$ cat src/rtl/clk_div_meas.sv
// Measures period and high time of a slow asynchronous clock in clk cycles,
// with lock detection against the previous period and a loss-of-clock timeout.
module clk_div_meas #(
  parameter int unsigned MAX_PERIOD  = 1000,
  parameter int unsigned SYNC_STAGES = 2,
  parameter int unsigned TOL         = 0,
  parameter int unsigned LOCK_COUNT  = 2,
  localparam int unsigned W          = $clog2(MAX_PERIOD + 1)
) (
  input  logic         clk,
  input  logic         rst,
  input  logic         clk_in,
  input  logic         en,
  output logic [W-1:0] period,
  output logic [W-1:0] high_time,
  output logic         period_valid,
  output logic         locked,
  output logic         timeout
);

  localparam int unsigned MW = $clog2(LOCK_COUNT + 1);

  typedef enum logic [1:0] {
    IDLE      = 2'd0,
    WAIT_EDGE = 2'd1,
    MEASURE   = 2'd2
  } state_t;

  state_t               state, state_nxt;
  logic [SYNC_STAGES-1:0] sync;
  logic                 s, s_d;
  logic                 rise, fall;
  logic [W-1:0]         cnt, cnt_nxt, cnt_p1;
  logic [W-1:0]         hi_lat, hi_lat_nxt;
  logic [W-1:0]         prev_period, prev_period_nxt;
  logic [W-1:0]         diff;
  logic                 match;
  logic [MW-1:0]        mcnt, mcnt_nxt, mcnt_inc;
  logic                 first, first_nxt;
  logic [W-1:0]         period_nxt, high_time_nxt;
  logic                 period_valid_nxt, locked_nxt, timeout_nxt;

  assign s    = sync[SYNC_STAGES-1];
  assign rise = s & ~s_d;
  assign fall = ~s & s_d;

  assign cnt_p1   = cnt + W'(1);
  assign diff     = (cnt_p1 >= prev_period) ? (cnt_p1 - prev_period) : (prev_period - cnt_p1);
  assign match    = (32'(diff) <= TOL);
  assign mcnt_inc = (32'(mcnt) < LOCK_COUNT) ? (mcnt + MW'(1)) : mcnt;

  // State and datapath registers
  always_ff @(posedge clk) begin
    if (rst) begin
      state        <= IDLE;
      sync         <= '0;
      s_d          <= 1'b0;
      cnt          <= '0;
      hi_lat       <= '0;
      prev_period  <= '0;
      mcnt         <= '0;
      first        <= 1'b0;
      period       <= '0;
      high_time    <= '0;
      period_valid <= 1'b0;
      locked       <= 1'b0;
      timeout      <= 1'b0;
    end else begin
      state        <= state_nxt;
      sync         <= {sync[SYNC_STAGES-2:0], clk_in};
      s_d          <= s;
      cnt          <= cnt_nxt;
      hi_lat       <= hi_lat_nxt;
      prev_period  <= prev_period_nxt;
      mcnt         <= mcnt_nxt;
      first        <= first_nxt;
      period       <= period_nxt;
      high_time    <= high_time_nxt;
      period_valid <= period_valid_nxt;
      locked       <= locked_nxt;
      timeout      <= timeout_nxt;
    end
  end

  // Next-state and output logic
  always_comb begin
    state_nxt        = state;
    cnt_nxt          = cnt;
    hi_lat_nxt       = hi_lat;
    prev_period_nxt  = prev_period;
    mcnt_nxt         = mcnt;
    first_nxt        = first;
    period_nxt       = period;
    high_time_nxt    = high_time;
    period_valid_nxt = 1'b0;
    locked_nxt       = locked;
    timeout_nxt      = timeout;

    if (!en) begin
      // Disabling discards any measurement in flight
      state_nxt   = IDLE;
      cnt_nxt     = '0;
      mcnt_nxt    = '0;
      locked_nxt  = 1'b0;
      timeout_nxt = 1'b0;
    end else begin
      case (state)
        IDLE: begin
          cnt_nxt   = '0;
          state_nxt = WAIT_EDGE;
        end
        WAIT_EDGE: begin
          if (rise) begin
            cnt_nxt     = '0;
            first_nxt   = 1'b1;
            timeout_nxt = 1'b0;
            state_nxt   = MEASURE;
          end
        end
        MEASURE: begin
          if (rise) begin
            // A rise at the last legal count still yields a valid period
            period_nxt       = cnt_p1;
            high_time_nxt    = hi_lat;
            period_valid_nxt = 1'b1;
            prev_period_nxt  = cnt_p1;
            first_nxt        = 1'b0;
            cnt_nxt          = '0;
            if (!first) begin
              if (match) begin
                mcnt_nxt = mcnt_inc;
                if (32'(mcnt_inc) >= LOCK_COUNT) locked_nxt = 1'b1;
              end else begin
                mcnt_nxt   = '0;
                locked_nxt = 1'b0;
              end
            end
          end else begin
            if (fall) hi_lat_nxt = cnt_p1;
            if (cnt == W'(MAX_PERIOD - 1)) begin
              timeout_nxt = 1'b1;
              locked_nxt  = 1'b0;
              mcnt_nxt    = '0;
              cnt_nxt     = '0;
              state_nxt   = WAIT_EDGE;
            end else begin
              cnt_nxt = cnt_p1;
            end
          end
        end
        default: state_nxt = IDLE;
      endcase
    end
  end

endmodule

$ cat config.mk
export PLATFORM = sky130hd
export DESIGN_NAME = clk_div_meas
export DESIGN_NICKNAME = d
export VERILOG_FILES = /design/src/rtl/clk_div_meas.sv
export SDC_FILE = /design/constraint.sdc
export NUM_CORES = 1
export LEC_CHECK = 0
export ABC_AREA = 1
export ABC_CLOCK_PERIOD_IN_PS = 2800
export BUFFER_PORTS_ARGS = -buffer_cell sky130_fd_sc_hd__buf_2
export CAP_MARGIN = 5
export CORE_ASPECT_RATIO = 0.75
export CORE_MARGIN = 1.5
export CORE_UTILIZATION = 25
export DETAILED_ROUTE_END_ITERATION = 8
export HOLD_SLACK_MARGIN = 0.12
export PLACE_DENSITY = 0.48
export SKIP_CTS_REPAIR_TIMING = 1
export SLEW_MARGIN = 20
export SYNTH_ARGS = -nofsm -noshare
export SYNTH_HDL_FRONTEND = slang
export SYNTH_SLANG_ARGS = --single-unit
$ cat constraint.sdc
create_clock -name clk -period 2.8 [get_ports clk]
set_input_delay 0.14 -clock clk [delete_from_list [all_inputs] [get_ports clk]]
set_output_delay 0.14 -clock clk [all_outputs]
set_load 0.005 [all_outputs]
==> results of run 1 <==
-- metal layers --
metal	part of all wire (%)	wire [um]	vias up	track usage (%)
met5	0	0	-	0
met4	0.50	43	0	1.538
met3	4.4	383	8	2.905
met2	39	3376	51	18.54
met1	56	4867	1410	19.86
li1	-	-	1621	-
-- worst max-delay path, stage by stage (launching register included) --
cell and delay, ns:
dfxtp_4 0.38, inv_4 0.04, nor4_4 0.32, nand4_1 0.24
xor2_2 0.24, inv_2 0.08, ha_4 0.31, nand2_4 0.08
nor2_4 0.12, nand3_2 0.08, nand2_2 0.07, inv_2 0.04
nand2_4 0.07, inv_2 0.04, nand4_1 0.07, nand2_1 0.06
nand2_1 0.08, nor2_2 0.05, nor2_2 0.14, nor2_1 0.06
-- cells in the mapped netlist, drive strengths merged, types with 2 or more instances --
cell    instances
nand2         132
inv            89
dfxtp          51
nor2           47
nand3          37
a21oi          26
ha             21
o21ai          20
nand4          10
o22ai          10
a22oi           5
buf             5
xor2            4
clkbuf          3
nor3            3
nor4            2
o21bai          2
or2             2
-- registers in the layout, summed over array words and instances (netlist names) --
signal / cells
cnt: 10
first: 1
hi_lat: 10
high_time: 10
locked: 1
mcnt: 2
period_valid: 1
prev_period: 10
s_d: 1
state: 2
sync: 2
timeout: 1
-- power groups by stage --
stage               sequential (mW)  clock [mW]  combinational [mW]
detailed placement            0.749           0              0.0754
CTS                           0.732       0.658              0.0756
floorplan                     0.749           0              0.0534
global placement              0.749           0              0.0753
global route                  0.729       0.688              0.0911
finish                        0.728       0.643              0.0788
-- placed cells by master, fill, tap and decap left out, drive strengths merged --
cell type    instances
nand2              132
o21ai               20
nand4               10
dfxtp               51
o22ai               10
a21oi               26
or2                  2
nor3                 3
clkinv               1
buf                 62
clkbuf               6
ha                  21
inv                 90
nor4                 2
nor2                47
nand3               37
o21bai               2
nor3b                1
dlygate4sd3          1
o211ai               1
a31oi                1
clkinvlp             1
o31ai                1
a22oi                5
xor2                 4
-- cells by family (layout without fill, tap and decap cells) --
logic type      count (synthesis)  count (layout)
compound gates                 66              66
xor+xnor                        4               4
fa+ha+maj                      21              21
buf+inv                        98             161
flops                          51              51
simple gates                  234             234
-- layout make-up --
cell class,count,area share [%]
Timing Repair Buffer,63,10.00
Clock inverter,2,0.3927
Tap cell,166,5.015
Sequential cell,51,25.05
Multi-Input combinational cell,325,47.92
Clock buffer,6,3.353
Inverter,90,8.278
-- path summary, 6_finish.rpt --
path	to	slack, ns	cells past startpoint
setup / recovery	locked	0.12	19
setup reg to reg	locked	0.12	19
hold / removal	sync[0]	0.16	2
hold reg to reg	sync[1]	0.40	2
-- per-stage QoR --
stage               utilization (%)  area, um2
CTS                           30.64       3730
floorplan                         -       3099
global route                  34.02       4141
global placement              29.36       3575
finish                        34.02       4141
detailed placement            29.36       3575
==> results.py, run 1 <==
metrics = {
    "detailed_routing": {
        "wl_per_cell_um": 12.33,
        "drc": 0,
        "via_count": 3090,
        "drt_first_pass_iters": 4,
        "wirelength_um": 8671,
        "dr.first_iter.drc_count": 182,
        "ant_nets": 0,
        "via_per_inst": 4.395,
    },
    "synth": {
        "yosysTopAreaCellShare_pct": 32.94,
        "synth-xor-area-share_pct": 1.130,
        "synthAdderAreaFrac_pct": 8.478,
        "synthCells": 474,
        "yosysTopAreaCell": "dfxtp_1",
        "synth-edff-count": 0,
        "netlist_area_mm2": 0.003099,
        "avgSynthCellArea_um2": 6.538,
        "seq_area_frac_synth_pct": 32.94,
        "synth-compound-area-share_pct": 12.31,
        "synthMuxAreaShare_pct": 0,
        "syn_nets": 499,
        "synth_area_leaders": "dfxtp_1 33%, nand2_1 16%, inv_1 9.9%, ha_1 8.5%, nand3_1 5.7%",
        "ys_ff_latch": 51,
        "synth_simple_gate_area_share_pct": 33.10,
        "synth_top_family_by_area": "simple AND/OR/NAND/NOR gates",
        "synth_warnings": 0,
        "synth_ff_type": "dfxtp_1",
        "ys_types": 34,
        "async_reset_ff_share_pct": 0,
    },
    "clock_network": {
        "clock_latency_ns": 0.29,
        "cts_buffers": 5,
        "htreeDepth": 2,
        "path_clk_slew_ns": 0.07,
        "clk_path_buf_depth": 2,
        "cts_root_buffer": "clkbuf_16",
        "cts_tree": "done",
        "clkSinkCount": 51,
    },
    "cells_and_area": {
        "fillers": 1368,
        "syn2layout_area_growth_pct": 33.63,
        "layoutNonFillerInstCount": 703,
        "nNetsFinal": 561,
        "ff_latch_area_mm2": 0.001037,
        "multiInputGateArea_mm2": 0.001984,
        "diodes": 0,
        "layout-drive-gt1-share_pct": 28.86,
    },
    "timing": {
        "worst_slew_pin_slew_ns": 0.8449,
        "report.final.slew_viol_count": 0,
        "setup_ws_ns": 0.1177,
        "worst_slew_margin_rel_pct": 43.67,
        "period_needed_ns": 2.682,
        "fin_hold_ws_ns": 0.1592,
        "setup_viol": 0,
        "fin_skew_ns": 0.002849,
        "hold_viol": 0,
        "rsz0062_at_grt": "true",
        "min_period_over_period_pct": 95.80,
        "max_freq_mhz": 372.8,
        "finalSetupTns_ns": 0,
    },
    "pwr": {
        "p_sw_share_pct": 23.70,
        "power_frac_comb_pct": 5.4,
        "ir_drop_uv": 274.8,
        "cellPowerDensity_mw_per_mm2": 350.1,
        "seq_power_share_pct": 50.2,
        "p_int_mw": 1.106,
        "power_mw": 1.450,
        "p_sw_mw": 0.3437,
        "p_leak_nw": 1.990,
        "clkPwrFrac_pct": 44.3,
    },
    "setup_path": {
        "crit_type": "flip-flop to flip-flop",
        "critPathArrivalTime_ns": 2.87,
        "crit_start": "cnt[2]",
        "worstPathRequired_ns": 2.99,
        "startpoint_type": "flip-flop",
        "reg2reg_from": "cnt[2]",
        "worstPathMaxFanout": 5,
        "worstSetupEndpointType": "flip-flop",
    },
    "grt": {
        "grt_pass1_vias": 2824,
        "antenna_found_initial": 0,
        "gr-usage-all-layers_pct": 12.90,
        "grt_pass1_wl_um": 13790,
        "grt_max_degree": 19,
        "overflow": 0,
    },
    "floorplanning": {
        "core_area_mm2": 0.01217,
        "dieHeight_um": 99.43,
        "die_area_mm2": 0.01308,
        "fp.dieW_um": 131.6,
        "top_level_ports": 27,
        "rows": 35,
        "floorplan.initialDensity_pct": 25.46,
    },
    "place": {
        "dp.cells": 681,
        "preCtsSetupSlack_ns": -0.1540,
        "dp_hpwl_um": 6616,
        "port_buffers": 26,
        "gp_congestion": 0.8875,
    },
    "outcome": {
        "status": "complete, no violations",
    },
    "min_path": {
        "hp-start": "rst",
        "hold_class": "input pin to flip-flop",
    },
    "job": {
        "drv_cap": 0,
    },
}
(Power assumes the default switching activity.)
==> run 2: changes to the inputs <==
Settings changed: PLACE_DENSITY 0.48 to 0.53.
==> results.py, run 2 (synthesized netlist as in run 1, its figures left out) <==
metrics = {
    "setup_path": {
        "crit_top_cell": "inv_2",
        "cp_cell_sequence": "inv_2 -> nor4_4 -> nand4_1 -> xor2_2 -> inv_2 -> ha_4 -> nand2_4 -> nor2_4 -> nand3_2 -> nand2_2 -> inv_2 -> nand2_4 -> inv_2 -> nand4_1 -> nand2_1 -> nand2_1 -> nor2_2 -> nor2_2 -> nor2_1",
        "crit_family": "simple AND/OR/NAND/NOR gates",
        "worstPathMaxFanout": 6,
        "worstSetupEndpointType": "flip-flop",
        "slowest_stage": "dfxtp_2",
        "crit_cells": 19,
        "crit_type": "flip-flop to flip-flop",
        "startpoint_type": "flip-flop",
        "critPathArrivalTime_ns": 2.88,
        "worstPathRequired_ns": 2.99,
        "reg2reg_depth": 19,
        "crit_buf_inv": 4,
        "max_stage_delay_ns": 0.37,
    },
    "pwr": {
        "p_int_mw": 1.195,
        "seq_power_share_pct": 48.0,
        "cellPowerDensity_mw_per_mm2": 371.3,
        "power_frac_comb_pct": 5.2,
        "clkPwrFrac_pct": 46.9,
        "p_sw_mw": 0.3270,
        "ir_drop_uv": 316.6,
        "p_leak_nw": 1.986,
        "p_sw_share_pct": 21.49,
    },
    "clock_network": {
        "cts_tree": "done",
        "cts_root_buffer": "clkbuf_16",
        "cts_buffers": 5,
        "clk_path_buf_depth": 2,
        "clkSinkCount": 51,
        "htreeDepth": 2,
        "clock_latency_ns": 0.29,
        "path_clk_slew_ns": 0.07,
    },
    "detailed_routing": {
        "wl_per_cell_um": 12.12,
        "via_per_inst": 4.476,
        "drc": 0,
        "dr.first_iter.drc_count": 228,
        "via_count": 3133,
        "drt_first_pass_iters": 4,
        "ant_nets": 0,
        "wirelength_um": 8482,
    },
    "place": {
        "placed_area_mm2": 0.003575,
        "dp_hpwl_um": 6655,
        "port_buffers": 26,
        "gp_congestion": 0.9112,
    },
    "floorplanning": {
        "dieHeight_um": 99.43,
        "floorplan.initialDensity_pct": 25.46,
        "rows": 35,
        "core_area_mm2": 0.01217,
        "fp.dieW_um": 131.6,
        "top_level_ports": 27,
        "die_area_mm2": 0.01308,
    },
    "grt": {
        "gr-usage-all-layers_pct": 12.84,
        "grt_pass1_wl_um": 13530,
        "overflow": 0,
        "grt_pass1_vias": 2784,
        "antenna_found_initial": 0,
        "grt_max_degree": 19,
    },
    "job": {
        "drv_cap": 0,
    },
    "cells_and_area": {
        "diodes": 0,
        "nNetsFinal": 558,
        "final_cell_mix": "120 x nand2_1, 76 x inv_1, 46 x dfxtp_1",
        "fin_util_pct": 33.67,
        "final_common_cell": "nand2_1",
        "syn2layout_area_growth_pct": 32.26,
        "final_cell_area_mm2": 0.004099,
        "layout-drive-gt1-share_pct": 25.66,
    },
    "timing": {
        "period_needed_ns": 2.696,
        "report.final.slew_viol_count": 0,
        "min_period_over_period_pct": 96.30,
        "max_freq_mhz": 370.9,
        "fin_skew_ns": 0.008032,
        "rsz0062_at_grt": "true",
        "fin_hold_ws_ns": 0.1656,
        "worst_slew_margin_rel_pct": 41.95,
        "setup_viol": 0,
        "hold_viol": 0,
        "worst_slew_pin_slew_ns": 0.8708,
    },
    "outcome": {
        "status": "complete, no violations",
    },
    "min_path": {
        "whs_path_depth": 2,
        "hold_class": "input pin to flip-flop",
    },
}
-- run 2: changes by cell type in the layout (fill, tap and decap cells not counted), moves of 3 or more --
cell and change:
nand2_2 -6, inv_1 +5, nand2_1 +5, inv_2 -4, buf_4 -3
-- run 2: area by class of cell --
cell class | count | area [um2]
timing repair buffer | 60 | 391.6
sequential | 51 | 1032
tap | 166 | 207.7
multi-input combinational | 325 | 1953
clock inverter | 2 | 35.03
fill | 1344 | 8075
clock buffer | 6 | 138.9
inverter | 90 | 340.3
-- run 2: power by group through the flow --
stage / clock [mW] / combinational [mW] / sequential (mW)
floorplan: 0 / 0.0534 / 0.749
global placement: 0 / 0.0746 / 0.749
detailed placement: 0 / 0.0756 / 0.749
CTS: 0.732 / 0.0758 / 0.732
global route: 0.769 / 0.0889 / 0.731
finish: 0.713 / 0.0784 / 0.730
-- run 2: worst paths after layout --
check	end	from	slack [ns]
worst min register to register	sync[1]	sync[0]	0.40
worst max-delay path	locked	cnt[2]	0.10
worst max register to register	locked	cnt[2]	0.10
worst min-delay path	s_d	rst	0.17
-- run 2: routing by layer --
layer	global-route usage [%]	vias up	part of all wire (%)	wire, um
met5	0	-	0	0
met4	2.137	0	0.37	31
met3	2.803	6	6.2	529
met2	18.50	65	40	3428
met1	19.57	1441	53	4493
li1	-	1621	-	-
-- run 2: worst register-to-register path: stages, from the launching register on --
cell and delay [ns]:
dfxtp_2 0.37, inv_2 0.06, nor4_4 0.33, nand4_1 0.22, xor2_2 0.24, inv_2 0.08, ha_4 0.32, nand2_4 0.07
nor2_4 0.14, nand3_2 0.09, nand2_2 0.07, inv_2 0.04, nand2_4 0.07, inv_2 0.04, nand4_1 0.08, nand2_1 0.06
nand2_1 0.08, nor2_2 0.05, nor2_2 0.11, nor2_1 0.07
-- run 2: metrics by stage --
| stage | setup TNS (ns) | power, mW | cells | setup slack (ns) |
|---|---|---|---|---|
| floorplan | 0 | 0.8020 | 474 | 0.1097 |
| global placement | -0.1309 | 0.8233 | 681 | -0.04502 |
| detailed placement | -0.3223 | 0.8245 | 681 | -0.1124 |
| CTS | -0.4783 | 1.540 | 689 | -0.1694 |
| global route | -0.2143 | 1.589 | 700 | -0.09757 |
| finish | 0 | 1.522 | 700 | 0.1035 |
